File: config.mk
export PLATFORM = sky130hd
export DESIGN_NAME = uart_tx_arbiter
export DESIGN_NICKNAME = d
export VERILOG_FILES = /design/src/rtl/uart_tx_arbiter.sv
export SDC_FILE = /design/constraint.sdc
export NUM_CORES = 1
export LEC_CHECK = 0
export CAP_MARGIN = 20
export CORE_UTILIZATION = 42
export CTS_CLUSTER_DIAMETER = 30
export DETAILED_ROUTE_END_ITERATION = 8
export PLACE_DENSITY = 0.88
export SLEW_MARGIN = 20
export SYNTH_ARGS = -nofsm -noshare
export SYNTH_HDL_FRONTEND = slang
export SYNTH_SLANG_ARGS = --single-unit
File: constraint.sdc
create_clock -name clk -period 4.1 [get_ports clk]
set_input_delay 0.82 -clock clk [delete_from_list [all_inputs] [get_ports clk]]
set_output_delay 0.82 -clock clk [all_outputs]
set_load 0.05 [all_outputs]
File: src/rtl/uart_tx_arbiter.sv
// uart_tx_arbiter
// Round-robin arbiter that lets N_REQ byte producers share one UART transmitter.
// Each grant issues exactly one byte on din/wr_en. The arbiter then waits for the
// UART to raise tx_busy and drop it again before it grants the next byte.
// If tx_busy never rises after a write, the frame is dropped and a sticky error is
// raised. A 16-bit counter tracks how many frames completed.

module uart_tx_arbiter #(
    parameter  int N_REQ        = 4,
    parameter  int BUSY_TIMEOUT = 64,
    localparam int GW           = (N_REQ > 1) ? $clog2(N_REQ) : 1
) (
    input  logic                 clk,
    input  logic                 reset,
    input  logic [N_REQ-1:0]     req_valid,
    input  logic [8*N_REQ-1:0]   req_data,
    output logic [N_REQ-1:0]     req_ready,
    output logic [7:0]           din,
    output logic                 wr_en,
    input  logic                 tx_busy,
    output logic [GW-1:0]        grant_id,
    output logic                 active,
    output logic                 timeout_err,
    input  logic                 err_clr,
    output logic [15:0]          sent_count
);

    // Timer only has to reach BUSY_TIMEOUT-1, so clog2 bits are enough.
    localparam int              TW         = $clog2(BUSY_TIMEOUT);
    localparam logic [GW-1:0]   LAST_RST   = GW'(N_REQ - 1);
    localparam logic [TW-1:0]   TIMER_LAST = TW'(BUSY_TIMEOUT - 1);

    typedef enum logic [1:0] {
        IDLE    = 2'd0,
        ISSUE   = 2'd1,
        WAIT_HI = 2'd2,
        WAIT_LO = 2'd3
    } state_t;

    state_t            state;
    state_t            state_nxt;
    logic [GW-1:0]     last_grant;
    logic [GW-1:0]     last_grant_nxt;
    logic [TW-1:0]     timer;
    logic [TW-1:0]     timer_nxt;

    logic [7:0]        lane [N_REQ];
    logic              pick_found;
    logic [GW-1:0]     pick_idx;
    logic [7:0]        pick_data;

    logic              grant_fire;
    logic              timeout_fire;
    logic              frame_done;

    logic [N_REQ-1:0]  req_ready_nxt;
    logic [7:0]        din_nxt;
    logic              wr_en_nxt;
    logic [GW-1:0]     grant_id_nxt;
    logic              active_nxt;
    logic              timeout_err_nxt;
    logic [15:0]       sent_count_nxt;

    // Split the flat request bus into one byte lane per requester.
    for (genvar g = 0; g < N_REQ; g++) begin : g_lane
        assign lane[g] = req_data[8*g +: 8];
    end

    // Round-robin pick: first valid requester after last_grant, wrapping mod N_REQ.
    always_comb begin
        int cand;
        cand       = 0;
        pick_found = 1'b0;
        pick_idx   = '0;
        for (int k = 1; k <= N_REQ; k++) begin
            cand = (int'(last_grant) + k) % N_REQ;
            if (!pick_found && req_valid[GW'(cand)]) begin
                pick_found = 1'b1;
                pick_idx   = GW'(cand);
            end
        end
        pick_data = lane[pick_idx];
    end

    // Events that drive the registered outputs; tx_busy high in IDLE blocks grants.
    always_comb begin
        grant_fire   = (state == IDLE) && pick_found && !tx_busy;
        timeout_fire = (state == WAIT_HI) && !tx_busy && (timer == TIMER_LAST);
        frame_done   = (state == WAIT_LO) && !tx_busy;
    end

    // State register.
    always_ff @(posedge clk) begin
        if (reset) begin
            state <= IDLE;
        end else begin
            state <= state_nxt;
        end
    end

    // Next-state logic for the IDLE -> ISSUE -> WAIT_HI -> WAIT_LO cycle.
    always_comb begin
        state_nxt = state;
        case (state)
            IDLE: begin
                if (grant_fire) begin
                    state_nxt = ISSUE;
                end
            end
            ISSUE: begin
                state_nxt = WAIT_HI;
            end
            WAIT_HI: begin
                if (tx_busy) begin
                    state_nxt = WAIT_LO;
                end else if (timeout_fire) begin
                    state_nxt = IDLE;
                end
            end
            WAIT_LO: begin
                if (frame_done) begin
                    state_nxt = IDLE;
                end
            end
            default: begin
                state_nxt = IDLE;
            end
        endcase
    end

    // Next values of all registered outputs, the grant history and the busy timer.
    always_comb begin
        din_nxt         = din;
        grant_id_nxt    = grant_id;
        last_grant_nxt  = last_grant;
        wr_en_nxt       = 1'b0;
        req_ready_nxt   = '0;
        timer_nxt       = timer;
        sent_count_nxt  = sent_count;
        timeout_err_nxt = timeout_err;
        active_nxt      = (state_nxt != IDLE);

        if (grant_fire) begin
            din_nxt        = pick_data;
            grant_id_nxt   = pick_idx;
            last_grant_nxt = pick_idx;
            wr_en_nxt      = 1'b1;
            req_ready_nxt  = N_REQ'(1) << pick_idx;
        end

        // The timer restarts on leaving ISSUE and counts while tx_busy stays low.
        if (state == ISSUE) begin
            timer_nxt = '0;
        end else if ((state == WAIT_HI) && !tx_busy && !timeout_fire) begin
            timer_nxt = timer + TW'(1);
        end

        if (frame_done) begin
            sent_count_nxt = sent_count + 16'd1;
        end

        // A timeout in the same cycle as err_clr keeps the error set.
        if (timeout_fire) begin
            timeout_err_nxt = 1'b1;
        end else if (err_clr) begin
            timeout_err_nxt = 1'b0;
        end
    end

    // Output and bookkeeping registers; reset puts priority back on requester 0.
    always_ff @(posedge clk) begin
        if (reset) begin
            din         <= 8'd0;
            wr_en       <= 1'b0;
            req_ready   <= '0;
            grant_id    <= '0;
            last_grant  <= LAST_RST;
            active      <= 1'b0;
            timeout_err <= 1'b0;
            sent_count  <= 16'd0;
            timer       <= '0;
        end else begin
            din         <= din_nxt;
            wr_en       <= wr_en_nxt;
            req_ready   <= req_ready_nxt;
            grant_id    <= grant_id_nxt;
            last_grant  <= last_grant_nxt;
            active      <= active_nxt;
            timeout_err <= timeout_err_nxt;
            sent_count  <= sent_count_nxt;
            timer       <= timer_nxt;
        end
    end

endmodule

==> impl_metrics.csv <==
group,metric,value,unit
synth,yosysSeqAreaShare,42.2,%
floorplanning,core_area,4500,µm²
cts,clock-sinks,43,
synth,ys.flop_type,"dfxtp_1",
setup_path,cp.required,4340,ps
synth,synth-edff-count,0,
placement,place_congestion,0.814,
synth,netlist_instances,232,
route,viasPerCell,5.51,
cts,clk_pin_slew,80,ps
sta,fin_setup_tns,0,ps
cts,cts_resized,0,
sta,hold_slack,467,ps
sta,slew_viol_final,0,
cts,clkLatencyLatePin,290,ps
sta,rsz0062_at_grt,"no",
placement,dp_slack,1160,ps
floorplanning,dieArea,5140,µm²
cells_and_area,most-common-layout-cells,"72 x clkdlybuf4s50_1, 43 x dfxtp_1, 24 x nor2_1",
floorplanning,die_x,71.7,µm
sta,finalSetupViolCount,0,
route,drt_iter0_markers,112,
sta,fmax,377,MHz
floorplanning,ios,73,
cells_and_area,mostFrequentLayoutCell,"clkdlybuf4s50_1",
route,first_pass_iters,5,
pwr,p_int,0.653,mW
synth,synth_cell_types,48,
placement,dp_hpwl,3650,µm
synth,yosysWarnings,0,
cts,cts_buffers,5,
setup_path,cp.arrival,2890,ps
synth,syn_nets,274,
grt,antenna_found_initial,0,
floorplanning,initial_core_util,45.3,%
pwr,total_power,0.941,mW
pwr,power_frac_clock,28.1,%
pwr,switchingPower,0.288,mW
pwr,p_leak,1.07,nW
route,drc,0,
placement,io_buffers,72,
cts,cts_buffer_depth,2,
grt,grt_usage,19.8,%
route,wl_per_cell,14.0,µm
setup_path,start_kind,"input port",
cts,tritoncts,"done",
pwr,p_comb_share,23.6,%
route,wl,5020,µm
cells_and_area,nFillCells,375,
pwr,peakVddDrop,189,µV
synth,syn_avg_cell_area,8.79,µm²
cells_and_area,postLayoutCellArea,2880,µm²
pwr,pwr-share-seq,48.3,%
hold_path,worstHoldPathType,"register to register",
setup_path,crit_fanout,8,
sta,relSlewSlack,53.4,%
cells_and_area,nets,347,
setup_path,setup.worst_path.class,"input port to register",
cts,cts_root_buffer,"clkbuf_8",
grt,first_global_vias,1797,
cts,cts_setup_buffers,0,
cells_and_area,drive_above_1_share,5.23,%
cts,ctsHoldBuffers,0,
synth,syn_area,2040,µm²
placement,placed_area,2800,µm²
cells_and_area,syn_to_final_growth,41.3,%
synth,synth-async-reset-ratio,0,%
sta,fin_crit,2660,ps
floorplanning,num_rows,24,
sta,worst_slack,1440,ps
run_status,status,"complete, no violations",
sta,fin_crit_sh,64.8,%
floorplanning,fp.dieH,71.7,µm
pwr,sw_frac_of_total,30.6,%
route,ant_nets,0,
sta,finalHoldViolCount,0,
sta,worst_pin_slew,699,ps
flow_run,cap_violations,0,
grt,grt_max_degree,27,
grt,grt_pass1_wl,7960,µm
synth,synth_seq_cells,43,
cts,htreeDepth,2,
pwr,p_per_area,326,nW/µm²
sta,fin_skew,4.99,ps
grt,grt_overflow_total,0,
setup_path,end_kind,"register",
cells_and_area,diodes,0,
route,num_vias,1973,
critical path, cell delays in order:
cell and delay [ps]:
clkdlybuf4s50_1 510, nor4_1 520, nor4_1 190, nor2_1 570, a22oi_1 160, nand3_1 120
metal layers:
| metal | part of all wire [%] | global-route usage (%) | up-vias |
|---|---|---|---|
| met2 | 50 | 35.1 | 67 |
| met3 | 5.3 | 4.64 | 12 |
| met4 | 2.6 | 8.28 | 0 |
| met1 | 42 | 22.7 | 908 |
| met5 | 0 | 0 | - |
| li1 | - | - | 986 |
final timing paths:
kind                  from  cells after the start     endpoint  slack (ps)
min reg2reg    grant_id[1]                      2  grant_id[1]         470
max reg2reg  last_grant[1]                      5       din[4]        1990
min            grant_id[1]                      2  grant_id[1]         470
max           req_valid[3]                      6       din[3]        1440
per-stage QoR:
stage	std cells	utilization (%)
2_1_floorplan	232	-
6_report	358	64.0
4_1_cts	358	64.0
5_1_grt	358	64.0
3_5_place_dp	350	62.1
3_3_place_gp	350	62.1
cell families after synthesis:
logic type | Yosys count | share of synthesized area (%)
AO/OA/AOI/OAI | 55 | 19.3
XOR/XNOR | 14 | 6.01
adder cells (fa/ha/maj) | 2 | 1.23
buffers and inverters | 14 | 3.07
flip-flops | 43 | 42.2
multiplexers | 3 | 1.53
AND/OR/NAND/NOR | 101 | 26.7
power by group through the flow:
stage | logic [mW] | clock network, mW | registers, mW
6_report | 0.222 | 0.264 | 0.454
5_1_grt | 0.235 | 0.287 | 0.457
4_1_cts | 0.221 | 0.270 | 0.454
3_5_place_dp | 0.220 | 0 | 0.463
3_3_place_gp | 0.217 | 0 | 0.463
2_1_floorplan | 0.0826 | 0 | 0.515
cell usage after synthesis (all sizes together), types with 5 or more instances:
cell / n / area, µm²
inv: 6 / 22.5
xor2: 7 / 61.3
and3: 10 / 62.6
a21oi: 12 / 60.1
dfxtp: 43 / 861
and2: 5 / 31.3
nand3: 22 / 110
a22oi: 9 / 81.3
a21boi: 10 / 78.8
or3: 5 / 31.3
xnor2: 7 / 61.3
nand2: 9 / 33.8
nor2: 24 / 90.1
o21ai: 15 / 75.1
registers in the layout, summed over array words and instances (netlist names):
| register | flops |
|---|---|
| timeout_err | 1 |
| last_grant | 2 |
| req_ready | 4 |
| din | 8 |
| timer | 6 |
| sent_count | 16 |
| wr_en | 1 |
| state | 2 |
| active | 1 |
| grant_id | 2 |
final cells by class:
cell class	instances	area (µm²)	area share [%]
multi-input combinational	175	1120	38.7
clock buffer	6	72.6	2.52
inverter	7	26.3	0.912
timing repair buffer	73	728	25.3
clock inverter	2	12.5	0.434
sequential	43	861	29.9
tap	52	65.1	2.26
Note: power is estimated with default switching activity, not from simulation.
